`src/rtl/basic_alu_pkg.sv`:
```
`default_nettype none
// ============================================================================
// Module   : basic_alu_pkg
// Brief    : Opcode encoding and shared helpers for the basic_alu datapath.
// Revision : 1.0 - initial release
// ============================================================================
package basic_alu_pkg;

  localparam int ALU_OP_W = 3;

  typedef enum logic [ALU_OP_W-1:0] {
    OP_ADD  = 3'b000,
    OP_SUB  = 3'b001,
    OP_AND  = 3'b010,
    OP_OR   = 3'b011,
    OP_NOTA = 3'b100,
    OP_NOTB = 3'b101,
    OP_XOR  = 3'b110,
    OP_XNOR = 3'b111
  } alu_op_e;

  // Only ADD and SUB produce meaningful carry/overflow; logic ops force them to 0.
  function automatic logic is_arith(input alu_op_e op);
    return (op == OP_ADD) || (op == OP_SUB);
  endfunction

endpackage
`default_nettype wire

```
`src/rtl/basic_alu_core.sv`:
```
`default_nettype none
// ============================================================================
// Module   : basic_alu_core
// Brief    : Combinational WIDTH-bit ALU: result plus carry/borrow and overflow.
// Revision : 1.0 - initial release
// ============================================================================
module basic_alu_core
  import basic_alu_pkg::*;
#(
  parameter int WIDTH = 4
) (
  input  logic [WIDTH-1:0]    A,
  input  logic [WIDTH-1:0]    B,
  input  logic [ALU_OP_W-1:0] op,
  output logic [WIDTH-1:0]    result,
  output logic                carry,
  output logic                overflow
);

  localparam int c_msb = WIDTH - 1;

  alu_op_e          w_op;
  logic [WIDTH:0]   w_add_sum;
  logic [WIDTH:0]   w_sub_diff;
  logic [WIDTH-1:0] w_and;
  logic [WIDTH-1:0] w_or;
  logic [WIDTH-1:0] w_xor;
  logic             w_add_ovf;
  logic             w_sub_ovf;

  assign w_op = alu_op_e'(op);

  // Subtraction as A + ~B + 1 so bit WIDTH is the inverted borrow.
  assign w_add_sum  = {1'b0, A} + {1'b0, B};
  assign w_sub_diff = {1'b0, A} + {1'b0, ~B} + {{WIDTH{1'b0}}, 1'b1};

  assign w_add_ovf = (A[c_msb] == B[c_msb]) && (w_add_sum[c_msb]  != A[c_msb]);
  assign w_sub_ovf = (A[c_msb] != B[c_msb]) && (w_sub_diff[c_msb] != A[c_msb]);

  for (genvar i = 0; i < WIDTH; i++) begin : g_bit
    assign w_and[i] = A[i] & B[i];
    assign w_or[i]  = A[i] | B[i];
    assign w_xor[i] = A[i] ^ B[i];
  end

  always_comb begin
    result   = '0;
    carry    = 1'b0;
    overflow = 1'b0;
    case (w_op)
      OP_ADD: begin
        result   = w_add_sum[WIDTH-1:0];
        carry    = w_add_sum[WIDTH];
        overflow = w_add_ovf;
      end
      OP_SUB: begin
        result   = w_sub_diff[WIDTH-1:0];
        carry    = ~w_sub_diff[WIDTH];
        overflow = w_sub_ovf;
      end
      OP_AND:  result = w_and;
      OP_OR:   result = w_or;
      OP_NOTA: result = ~A;
      OP_NOTB: result = ~B;
      OP_XOR:  result = w_xor;
      OP_XNOR: result = ~w_xor;
      default: result = '0;
    endcase
    if (!is_arith(w_op)) begin
      carry    = 1'b0;
      overflow = 1'b0;
    end
  end

endmodule
`default_nettype wire

```
`src/rtl/basic_alu.sv`:
```
`default_nettype none
// ============================================================================
// Module   : basic_alu
// Brief    : Registered 8-function ALU with status flags and 1-cycle valid pipe.
// Revision : 1.0 - initial release
// ============================================================================
module basic_alu
  import basic_alu_pkg::*;
#(
  parameter int WIDTH = 4
) (
  input  logic                clk,
  input  logic                rst_n,
  input  logic                in_valid,
  input  logic [WIDTH-1:0]    A,
  input  logic [WIDTH-1:0]    B,
  input  logic [ALU_OP_W-1:0] op,
  output logic [WIDTH-1:0]    alu_out,
  output logic                out_valid,
  output logic                carry,
  output logic                overflow,
  output logic                zero,
  output logic                negative
);

  logic [WIDTH-1:0] w_result;
  logic             w_carry;
  logic             w_overflow;

  logic [WIDTH-1:0] r_alu_out;
  logic             r_out_valid;
  logic             r_carry;
  logic             r_overflow;

  basic_alu_core #(
    .WIDTH (WIDTH)
  ) u_core (
    .A        (A),
    .B        (B),
    .op       (op),
    .result   (w_result),
    .carry    (w_carry),
    .overflow (w_overflow)
  );

  // Result and flags hold when no new operands arrive; only out_valid drops.
  always_ff @(posedge clk or negedge rst_n) begin
    if (!rst_n) begin
      r_alu_out   <= '0;
      r_out_valid <= 1'b0;
      r_carry     <= 1'b0;
      r_overflow  <= 1'b0;
    end else begin
      r_out_valid <= in_valid;
      if (in_valid) begin
        r_alu_out  <= w_result;
        r_carry    <= w_carry;
        r_overflow <= w_overflow;
      end
    end
  end

  // zero/negative follow the registered result, so reset yields zero=1 for free.
  assign alu_out   = r_alu_out;
  assign out_valid = r_out_valid;
  assign carry     = r_carry;
  assign overflow  = r_overflow;
  assign zero      = (r_alu_out == '0);
  assign negative  = r_alu_out[WIDTH-1];

endmodule
`default_nettype wire

```
`config.mk`:
```
export PLATFORM = sky130hd
export DESIGN_NAME = basic_alu
export DESIGN_NICKNAME = d
export VERILOG_FILES = /design/src/rtl/basic_alu_pkg.sv /design/src/rtl/basic_alu_core.sv /design/src/rtl/basic_alu.sv
export SDC_FILE = /design/constraint.sdc
export NUM_CORES = 1
export LEC_CHECK = 0
export BUFFER_PORTS_ARGS = -buffer_cell sky130_fd_sc_hd__buf_2
export CAP_MARGIN = 40
export CORE_UTILIZATION = 40
export DETAILED_ROUTE_END_ITERATION = 7
export PLACE_DENSITY = 0.66
export SYNTH_ARGS = -nofsm -noshare
export SYNTH_HDL_FRONTEND = slang
export SYNTH_SLANG_ARGS = --single-unit
```
`constraint.sdc`:
```
create_clock -name clk -period 1.1 [get_ports clk]
set_clock_uncertainty 0.15 [all_clocks]
set_input_delay 0.055 -clock clk [delete_from_list [all_inputs] [get_ports clk]]
set_output_delay 0.055 -clock clk [all_outputs]
set_load 0.01 [all_outputs]
```
==> metrics <==
status=finished with violations; failing checks=setup timing; Power, Total=between 1 and 1.5 mW; Ant. Diodes=0; #FFs+latches synth=7; Least-Margin Pin Slew=approximately 0.31 ns; critical path fanouts, max=3; r2r setup slk=around 0.040 ns; worst path cell trace=buf_12, inv_12, ha_4, fa_2, mux4_2, nand2_2, o2111ai_2, o21ai_1; Sequential Power Share=between 20% and 30%; vias in the first global route=~1,000; Core ar.=between 2000 and 2500 um^2; CTS Sinks=7; Post-Syn Area per Cell=8.30 um^2; Post-synth top flop=dfrtp_1; Worst Hold Slack=0.0157 ns; WHS Path Cells=3; Critical Path Sink Type=flip-flop; slowest CP cell=mux4_2; post-placement cell count=182; die area=2540 um^2; reg2reg end=overflow; power per cell area=between 700 and 800 nW/um^2; Leak Pwr=a little over 0.7 nW; sequential-to-total area share from yosys stat=between 10% and 20%; clk buf depth=2; Final Hold Vio Count=0; drt total wl=approximately 2700 um; number of detailed-route iterations in the first pass=4; die width=50.4 um; CP Class=input pin to flip-flop; Vias=1,030; syn nets=141; top cell type's share of synthesized area=between 10% and 20%; H-tree depth=1; R2R depth=2; unrepaired setup endpoints after global routing=true; Peak VDD IR=around 0.00052 V; Post-synth top cells=ha_1 (12), inv_1 (12), nor2_1 (10); P_int=slightly below 800 uW; share of cells above drive strength 1=between 50 and 60%; critical hold path startpoint=in_valid; Crit path max-delay family=adder cells; fin area=approximately 1600 um^2; pin count of the biggest net entering global routing=12; WP buf/inv=2; Clock Latency Late Sink=between 0.2 and 0.25 ns; mapped cell area=approximately 940 um^2; Worst setup SP type=input pin; Yosys top cell by area=dfrtp_1; starting DRC count in detailed routing=9; detailed-placement wirelength estimate=between 1500 and 2000 um; die span in y=50.4 um; RePlAce Congestion=0.872; initial antenna violation count=0; total track usage=24.1%; Period minus WS final=approximately 1.5 ns; Worst Hold Path EP=carry; P&R area growth vs syn=68.1%; DRC=0; CTS tree=built; Slew headroom=79.2%; Final #Nets=about 200; first-pass GRT wire length=4640 um; row count=17; final setup vio count=6; MaxCap Viol Count=0; Reg clk slew, reported paths=0.05 ns; Wirelength per Cell=roughly 14 um; ys async rst share=100%; Max stage delay on crit path=roughly 0.47 ns; Data arrival, critical path=1.49 ns; fin cells=195; largest cells by area after synthesis=dfrtp_1 (19%), ha_1 (16%), inv_1 (4.8%); Switch Pwr=about 410 uW; Clk network pwr share=a little under a fifth; combinational share of power=between 50% and 60%; DP Area=1280 um^2; FF-to-FF Start=overflow; Starting Density=42.4%; Root Buffer=clkbuf_4; WP data required=around 1.1 ns; synthesized instance count=between 100 and 150; top achievable clock speed=~680 MHz; GRT Residual Overflow=0; worst setup margin=-0.371 ns; Post-DRT Antenna Nets=0; count of pins over their slew limit=0; I/O Pins=23; pre-CTS WS=-0.705 ns; PortBufs=22; Tcrit/Tclk final=134%; Post-synth EDFFs=0; Via density=between 5 and 6; Synthesis Warnings=0; CTS buffer count=3; HP Class=input pin to flip-flop; sw frac=about a third; synth unique cells=42
==> stage by stage <==
step / setup TNS, ns / util (%)
floorplan: -1.52 / -
global placement: -3.19 / 57.9
detailed placement: -3.51 / 57.9
CTS: -1.27 / 69.1
global route: -1.64 / 71.3
finish: -1.39 / 71.3
==> timing repair <==
item	CTS	global route
setup endpoints to repair	7	9
pin swaps	17	15
hold endpoints to repair	8	0
gates resized for setup	38	11
hold buffers	2	0
setup buffers	6	4
==> kinds of logic (layout without fill, tap and decap cells) <==
kind of cell | Yosys count | count (layout) | share of synthesized area, %
buf+inv | 20 | 74 | 9.60
xor+xnor | 4 | 4 | 3.73
fa+ha+maj | 14 | 14 | 20.3
mux | 5 | 5 | 6.67
simple gates | 36 | 36 | 20.4
compound gates | 27 | 27 | 20.7
flops | 7 | 7 | 18.7
==> routing by layer <==
layer	vias up	GRT usage, %	part of all wire [%]
met2	18	43.3	52
met4	0	8.33	0.51
met5	-	0	0
li1	507	-	-
met3	2	1.82	1.8
met1	503	29.8	46
==> power groups by stage <==
stage | registers (mW) | clock network [mW] | logic, mW
finish | 0.306 | 0.225 | 0.655
global route | 0.311 | 0.252 | 0.710
detailed placement | 0.312 | 0 | 0.485
global placement | 0.311 | 0 | 0.467
floorplan | 0.325 | 0 | 0.273
CTS | 0.305 | 0.231 | 0.596
==> worst max-delay path by stage <==
| stage | startpoint | to | slack, ns | cells after the start |
|---|---|---|---|---|
| 3_3_place_gp | A[0] | alu_out[1] | -0.65 | 8 |
| 5_1_grt | A[0] | alu_out[1] | -0.42 | 8 |
| 3_5_place_dp | A[0] | alu_out[1] | -0.70 | 8 |
| 6_report | A[0] | alu_out[1] | -0.37 | 8 |
| 2_1_floorplan | A[0] | alu_out[1] | -0.40 | 7 |
| 4_1_cts | A[0] | alu_out[1] | -0.36 | 8 |
==> sequential cells by signal, summed over array words and instances, names as in the netlist <==
register   flops
alu_out        4
carry          1
out_valid      1
overflow       1
==> tightest hold or removal path, stage by stage <==
cell and delay (ns):
buf_2 0.15, nor2_1 0.11, a31oi_1 0.05
==> placed cells by master (no fill, tap or decap), types with 4 or more instances in the layout <==
master   Yosys  routed
nand2_1      7       5
nor2_1      10      10
inv_1       12       6
buf_6        0       7
dfrtp_1      7       7
buf_2        3      16
buf_4        3      30
inv_2        1       4
a21oi_1      7       5
ha_4         0       7
==> area by class of cell <==
cell class	count	area, um^2
multi-input cells	86	836
repair buffers	57	439
well taps	28	35.0
fillers	176	634
inverters	13	66.3
flip-flops and latches	7	175
clock buffers	4	26.3
(Power assumes the default switching activity.)
